### src/rtl/traffic_pkg.sv
// traffic_pkg: shared definitions for the traffic light controller.
//   - lamp codes (2-bit per way): off, red, yellow, green
//   - controller state enum
//   - counter width helper and lamp-to-VGA colour mapping
package traffic_pkg;

    localparam logic [1:0] LAMP_OFF    = 2'b00;
    localparam logic [1:0] LAMP_RED    = 2'b01;
    localparam logic [1:0] LAMP_YELLOW = 2'b10;
    localparam logic [1:0] LAMP_GREEN  = 2'b11;

    typedef enum logic [2:0] {
        ALL_RED,
        GREEN,
        YELLOW,
        WALK,
        FLASH
    } state_t;

    // Bits needed to hold values 0..max_val (never less than one bit).
    function automatic int unsigned cnt_width(input int unsigned max_val);
        if (max_val < 1)
            return 1;
        return $clog2(max_val + 1);
    endfunction

    // Lamp code to {red,yellow,green} for the VGA path.
    function automatic logic [2:0] lamp_to_rgb(input logic [1:0] lamp);
        case (lamp)
            LAMP_RED:    return 3'b100;
            LAMP_YELLOW: return 3'b010;
            LAMP_GREEN:  return 3'b001;
            default:     return 3'b000;
        endcase
    endfunction

endpackage

### src/rtl/traffic_tick_gen.sv
// traffic_tick_gen: timing-tick prescaler.
//   Produces a registered one-cycle pulse every TICK_DIV cycles; the first
//   pulse arrives TICK_DIV cycles after RST (or clr) is released.
// Ports:
//   CLK_50MHz  in   sole clock, rising edge
//   RST        in   synchronous active-high reset
//   clr        in   synchronous restart of the prescaler
//   tick       out  one-cycle tick pulse
module traffic_tick_gen
    import traffic_pkg::*;
#(
    parameter int unsigned TICK_DIV = 50000000
) (
    input  logic CLK_50MHz,
    input  logic RST,
    input  logic clr,
    output logic tick
);

    localparam int unsigned CW = cnt_width(TICK_DIV - 1);
    localparam logic [CW-1:0] LAST = CW'(TICK_DIV - 1);

    logic [CW-1:0] cnt;

    always_ff @(posedge CLK_50MHz) begin
        if (RST || clr) begin
            cnt  <= '0;
            tick <= 1'b0;
        end else if (cnt == LAST) begin
            cnt  <= '0;
            tick <= 1'b1;
        end else begin
            cnt  <= cnt + 1'b1;
            tick <= 1'b0;
        end
    end

endmodule

### src/rtl/traffic_light_ctrl_param.sv
// traffic_light_ctrl_param: parameterised multi-way traffic light controller.
//   Cycles ALL_RED -> GREEN -> YELLOW -> ALL_RED serving one way at a time,
//   with an optional pedestrian WALK phase and a flashing override.
//   Optional feature macro: TRAFFIC_PED_WALK_EN (ped_req latch, WALK state,
//   walk_out). Without it ped_req is ignored and walk_out is 0.
// Ports:
//   CLK_50MHz  in   sole clock, rising edge
//   RST        in   synchronous active-high reset
//   flash_en   in   level, night/fault flashing override
//   ped_req    in   pedestrian request, sampled every cycle
//   light_out  out  per-way lamp code, way k at [2k+1:2k]
//   cur_way    out  index of the way currently served
//   color_out  out  {red,yellow,green} of cur_way
//   walk_out   out  high only in WALK
//   tick_out   out  one-cycle timing tick pulse
module traffic_light_ctrl_param
    import traffic_pkg::*;
#(
    parameter int unsigned NUM_WAYS     = 2,
    parameter int unsigned TICK_DIV     = 50000000,
    parameter int unsigned GREEN_TICKS  = 5,
    parameter int unsigned YELLOW_TICKS = 2,
    parameter int unsigned ALLRED_TICKS = 1,
    parameter int unsigned WALK_TICKS   = 4
) (
    input  logic                  CLK_50MHz,
    input  logic                  RST,
    input  logic                  flash_en,
    input  logic                  ped_req,
    output logic [2*NUM_WAYS-1:0] light_out,
    output logic [1:0]            cur_way,
    output logic [2:0]            color_out,
    output logic                  walk_out,
    output logic                  tick_out
);

    localparam int unsigned MAX_A   = (GREEN_TICKS > YELLOW_TICKS) ? GREEN_TICKS : YELLOW_TICKS;
    localparam int unsigned MAX_B   = (ALLRED_TICKS > WALK_TICKS) ? ALLRED_TICKS : WALK_TICKS;
    localparam int unsigned MAX_DUR = (MAX_A > MAX_B) ? MAX_A : MAX_B;
    localparam int unsigned PW      = cnt_width(MAX_DUR - 1);
    localparam logic [1:0]  LAST_WAY = 2'(NUM_WAYS - 1);

    state_t                state_q, state_d;
    logic [PW-1:0]         phase_q, phase_d;
    logic [1:0]            way_d;
    logic                  lit_q, lit_d;
    logic                  tick;
    logic                  clr;
    logic [2*NUM_WAYS-1:0] light_d;
    logic [2:0]            color_d;

    traffic_tick_gen #(
        .TICK_DIV (TICK_DIV)
    ) u_tick (
        .CLK_50MHz (CLK_50MHz),
        .RST       (RST),
        .clr       (clr),
        .tick      (tick)
    );

    assign tick_out = tick;

`ifdef TRAFFIC_PED_WALK_EN
    logic pending_q, pending_d;
`else
    logic unused_ped_req;
    assign unused_ped_req = ped_req;
`endif

    // Next-state logic; phase_q counts completed ticks within the phase.
    always_comb begin
        state_d = state_q;
        phase_d = phase_q;
        way_d   = cur_way;
        lit_d   = lit_q;
        clr     = 1'b0;
        if (flash_en && state_q != FLASH) begin
            state_d = FLASH;
            phase_d = '0;
            lit_d   = 1'b1;
            clr     = 1'b1;
        end else begin
            case (state_q)
                ALL_RED: if (tick) begin
                    if (phase_q == PW'(ALLRED_TICKS - 1)) begin
                        phase_d = '0;
                        state_d = GREEN;
`ifdef TRAFFIC_PED_WALK_EN
                        if (pending_q)
                            state_d = WALK;
`endif
                    end else begin
                        phase_d = phase_q + 1'b1;
                    end
                end
                GREEN: if (tick) begin
                    if (phase_q == PW'(GREEN_TICKS - 1)) begin
                        phase_d = '0;
                        state_d = YELLOW;
                    end else begin
                        phase_d = phase_q + 1'b1;
                    end
                end
                YELLOW: if (tick) begin
                    if (phase_q == PW'(YELLOW_TICKS - 1)) begin
                        phase_d = '0;
                        state_d = ALL_RED;
                        way_d   = (cur_way == LAST_WAY) ? 2'd0 : cur_way + 2'd1;
                    end else begin
                        phase_d = phase_q + 1'b1;
                    end
                end
`ifdef TRAFFIC_PED_WALK_EN
                WALK: if (tick) begin
                    if (phase_q == PW'(WALK_TICKS - 1)) begin
                        phase_d = '0;
                        state_d = ALL_RED;
                    end else begin
                        phase_d = phase_q + 1'b1;
                    end
                end
`endif
                FLASH: begin
                    if (!flash_en) begin
                        state_d = ALL_RED;
                        phase_d = '0;
                        way_d   = 2'd0;
                    end else if (tick) begin
                        lit_d = ~lit_q;
                    end
                end
                default: begin
                    state_d = ALL_RED;
                    phase_d = '0;
                end
            endcase
        end
    end

`ifdef TRAFFIC_PED_WALK_EN
    // Requests are dropped while in WALK and on the WALK entry edge itself.
    always_comb begin
        pending_d = pending_q;
        if (state_d == WALK && state_q != WALK)
            pending_d = 1'b0;
        else if (state_q != WALK && ped_req)
            pending_d = 1'b1;
    end
`endif

    // Output decode from next-state values so registered outputs line up
    // with the state register.
    always_comb begin
        light_d = '0;
        color_d = 3'b000;
        for (int unsigned k = 0; k < NUM_WAYS; k++) begin : g_lamp
            logic [1:0] lamp;
            lamp = LAMP_RED;
            case (state_d)
                GREEN:   lamp = (2'(k) == way_d) ? LAMP_GREEN : LAMP_RED;
                YELLOW:  lamp = (2'(k) == way_d) ? LAMP_YELLOW : LAMP_RED;
                FLASH:   lamp = !lit_d ? LAMP_OFF : ((k == 0) ? LAMP_YELLOW : LAMP_RED);
                default: lamp = LAMP_RED;
            endcase
            light_d[2*k +: 2] = lamp;
            if (2'(k) == way_d)
                color_d = lamp_to_rgb(lamp);
        end
    end

    always_ff @(posedge CLK_50MHz) begin
        if (RST) begin
            state_q   <= ALL_RED;
            phase_q   <= '0;
            cur_way   <= 2'd0;
            lit_q     <= 1'b0;
            light_out <= {NUM_WAYS{LAMP_RED}};
            color_out <= 3'b100;
        end else begin
            state_q   <= state_d;
            phase_q   <= phase_d;
            cur_way   <= way_d;
            lit_q     <= lit_d;
            light_out <= light_d;
            color_out <= color_d;
        end
    end

`ifdef TRAFFIC_PED_WALK_EN
    always_ff @(posedge CLK_50MHz) begin
        if (RST) begin
            pending_q <= 1'b0;
            walk_out  <= 1'b0;
        end else begin
            pending_q <= pending_d;
            walk_out  <= (state_d == WALK);
        end
    end
`else
    assign walk_out = 1'b0;
`endif

endmodule

### config.mk
export PLATFORM = sky130hd
export DESIGN_NAME = traffic_light_ctrl_param
export DESIGN_NICKNAME = d
export VERILOG_FILES = /design/src/rtl/traffic_pkg.sv /design/src/rtl/traffic_tick_gen.sv /design/src/rtl/traffic_light_ctrl_param.sv
export SDC_FILE = /design/constraint.sdc
export NUM_CORES = 1
export LEC_CHECK = 0
export ABC_AREA = 1
export BUFFER_PORTS_ARGS = -buffer_cell sky130_fd_sc_hd__buf_2
export CAP_MARGIN = 10
export CORE_MARGIN = 1.5
export CORE_UTILIZATION = 60
export CTS_CLUSTER_DIAMETER = 80
export CTS_CLUSTER_SIZE = 30
export DETAILED_ROUTE_END_ITERATION = 10
export PLACE_DENSITY = 0.79
export REMOVE_ABC_BUFFERS = 1
export SLEW_MARGIN = 20
export SYNTH_ARGS = -nofsm -noshare
export SYNTH_HDL_FRONTEND = slang
export SYNTH_HIERARCHICAL = 1
export SYNTH_SLANG_ARGS = --single-unit
### constraint.sdc
create_clock -name CLK_50MHz -period 2 [get_ports CLK_50MHz]
set_input_delay 0.3 -clock CLK_50MHz [delete_from_list [all_inputs] [get_ports CLK_50MHz]]
set_output_delay 0.3 -clock CLK_50MHz [all_outputs]
set_load 0.05 [all_outputs]
==> flow_summary.toml <==
[outcome]
status = "completed"

[die]
die_h_um = 65.1
io_pins = 15
die_w_um = 65.1
rows = 22
start_util_pct = 62.7
core_um2 = 3690
dieArea_um2 = 4240

[timing]
finClkSkew_ns = 0.00854
rsz0062_at_grt = "no"
maxSlewViolCount = 0
final-setup-viol-count = 0
period_share_pct = 84.9
layout_min_cycle_time_ns = 1.70
fmax_mhz = 589
finalHoldViolations = 0
fin_setup_tns_ns = 0

[synthesis]
synth_area_leaders = "dfxtp_1 (37%), nand2_1 (14%), nor2_1 (12%)"
synth_top_family_by_area = "simple AND/OR/NAND/NOR gates"
synth_cell_types = 29
syn_area_um2 = 2310
synthAdderAreaFrac_pct = 2.71
synth_cells = 345
synth-simple-area-share_pct = 39.9
synth-xor-area-share_pct = 4.92
synth_mux_area_share_pct = 0
synth_largest_area_cell = "dfxtp_1"
synth-seq-cells = 43
synth_seq_area_share_pct = 37.2
syn_area_per_cell_um2 = 6.70
ys_warn_count = 6
synth_top_area_share_pct = 37.2
synth_compound_area_share_pct = 6.93

[min_path]
min-delay-start = "flash_en"
hold_path_class = "input pin to flip-flop"
hold_path_end = "state_q[2]"
hold_path_depth = 3

[cells_and_area]
regArea_um2 = 861
fillers = 321
multiInputGateArea_um2 = 1260
drive_gt1_share_pct = 13.6
area_growth_pct = 9.74
layout_common_cells = "nand2_1 (84), nor2_1 (76), dfxtp_1 (43)"
nets = 369
final_common_cell = "nand2_1"
diodes = 0

[cts]
cts-root-buf = "clkbuf_8"
numCtsBuffers = 5
clock_tree.buffer_depth = 2
clk_latency_ns = 0.30
hold_buffers = 0
postCtsSetupRepairBufs = 0
htreeDepth = 2
numClockSinks = 43
cts_tree = "done"
clk_pin_slew_worst_paths_ns = 0.09
cts-resized-gates = 0

[worst_setup_path]
ff2ff_path_depth = 8
reg2reg_to = "u_tick/cnt[10]"
arrival_ns = 1.88
rrSetupSlack_ns = 0.30
critPathKind = "flip-flop to flip-flop"
r2r_start = "u_tick/cnt[0]"
critPathLaunchType = "flip-flop"
cp.required_ns = 2.18
crit_path_end_kind = "flip-flop"
path_max_fanout = 22

[drt]
wl_um = 4430
drc = 0
num_vias = 2045
routedWlPerCell_um = 10.8
first_pass_iters = 4
via_per_inst = 5.00
drt-initial-drc-count = 77
ant_nets = 0

[power]
p_leak_nw = 1.03
powerDensity_nw_per_um2 = 703
p_total_mw = 1.78
vdd_drop_max_uv = 357

[global_route]
grt_pass1_wl_um = 7670
grt_overflow = 0
antenna_found_initial = 0
grt_pass1_vias = 1844
grt_max_degree = 23
grt_usage_pct = 23.3

[job]
maxCapViolations = 0

[place]
hpwl_um = 3270
gp_congestion = 0.934
numPortBuffers = 12
==> sequential cells by signal, indices dropped and copies added, names as in the netlist <==
name and count:
u_tick/tick 1, phase_q 3, lit_q 1, light_out 4, state_q 3, color_out 3
cur_way 2, u_tick/cnt 26
==> per-stage QoR <==
step	area [µm²]	hold slack (ns)	util, %	std cells	worst slack [ns]
detailed placement	2400	0.451	65.1	401	0.309
floorplan	2270	0.369	-	340	0.436
global placement	2400	0.439	65.1	401	0.353
CTS	2540	0.306	68.8	409	0.287
finish	2540	0.313	68.8	409	0.302
global route	2540	0.320	68.8	409	0.125
==> cells in the mapped netlist (all sizes together) <==
library cell / instances
or2: 2
conb: 1
nand3: 26
buf: 4
nor3: 3
dfxtp: 43
a21oi: 15
nor2: 80
o211ai: 2
clkbuf: 1
and2: 1
nand4: 5
ha: 5
nand2: 93
xor2: 3
inv: 40
o21ai: 11
xnor2: 10
==> worst max-delay path by stage <==
stage | startpoint | end | slack, ns | depth (start not counted)
3_3_place_gp | u_tick/cnt[0] | u_tick/cnt[24] | 0.35 | 8
4_1_cts | u_tick/cnt[0] | u_tick/cnt[10] | 0.29 | 8
5_1_grt | u_tick/cnt[0] | u_tick/cnt[6] | 0.13 | 8
2_1_floorplan | u_tick/tick | color_out[2] | 0.44 | 8
3_5_place_dp | u_tick/cnt[0] | u_tick/cnt[10] | 0.31 | 8
6_report | u_tick/cnt[0] | u_tick/cnt[10] | 0.30 | 8
==> power by group <==
part | total (mW) | switching [mW] | internal, mW
Sequential | 0.876 | 0.00788 | 0.868
Combinational | 0.109 | 0.0785 | 0.0306
Clock | 0.799 | 0.301 | 0.498
==> cell families after synthesis <==
family / after synthesis
DFF: 43
AOI/OAI and AO/OA: 28
other: 1
buffers and inverters: 45
adders and majority gates: 5
xor gates and xnor gates: 13
and+or+nand+nor: 210
==> per-layer routing <==
| metal | vias up | wire length, µm | track usage (%) |
|---|---|---|---|
| li1 | 1105 | - | - |
| met1 | 901 | 1980 | 26.0 |
| met2 | 31 | 2210 | 42.4 |
| met3 | 8 | 144 | 5.38 |
| met4 | 0 | 89 | 9.64 |
| met5 | - | 0 | 0 |
==> critical path: stages (launching register included) <==
cell and delay [ns]:
dfxtp_1 0.38, ha_1 0.21, nand2_2 0.08, nor2_4 0.19, nand2_4 0.08, nor2_1 0.12
nand3_2 0.18, nand2_4 0.27, nor2_1 0.09
==> layout make-up <==
type | instances | share of cell area [%]
Multi-Input combinational cell | 257 | 49.8
Sequential cell | 43 | 33.9
Inverter | 40 | 5.92
Clock buffer | 5 | 2.71
Clock inverter | 3 | 2.66
Timing Repair Buffer | 13 | 2.66
Tap cell | 48 | 2.37
(Power assumes the default switching activity.)
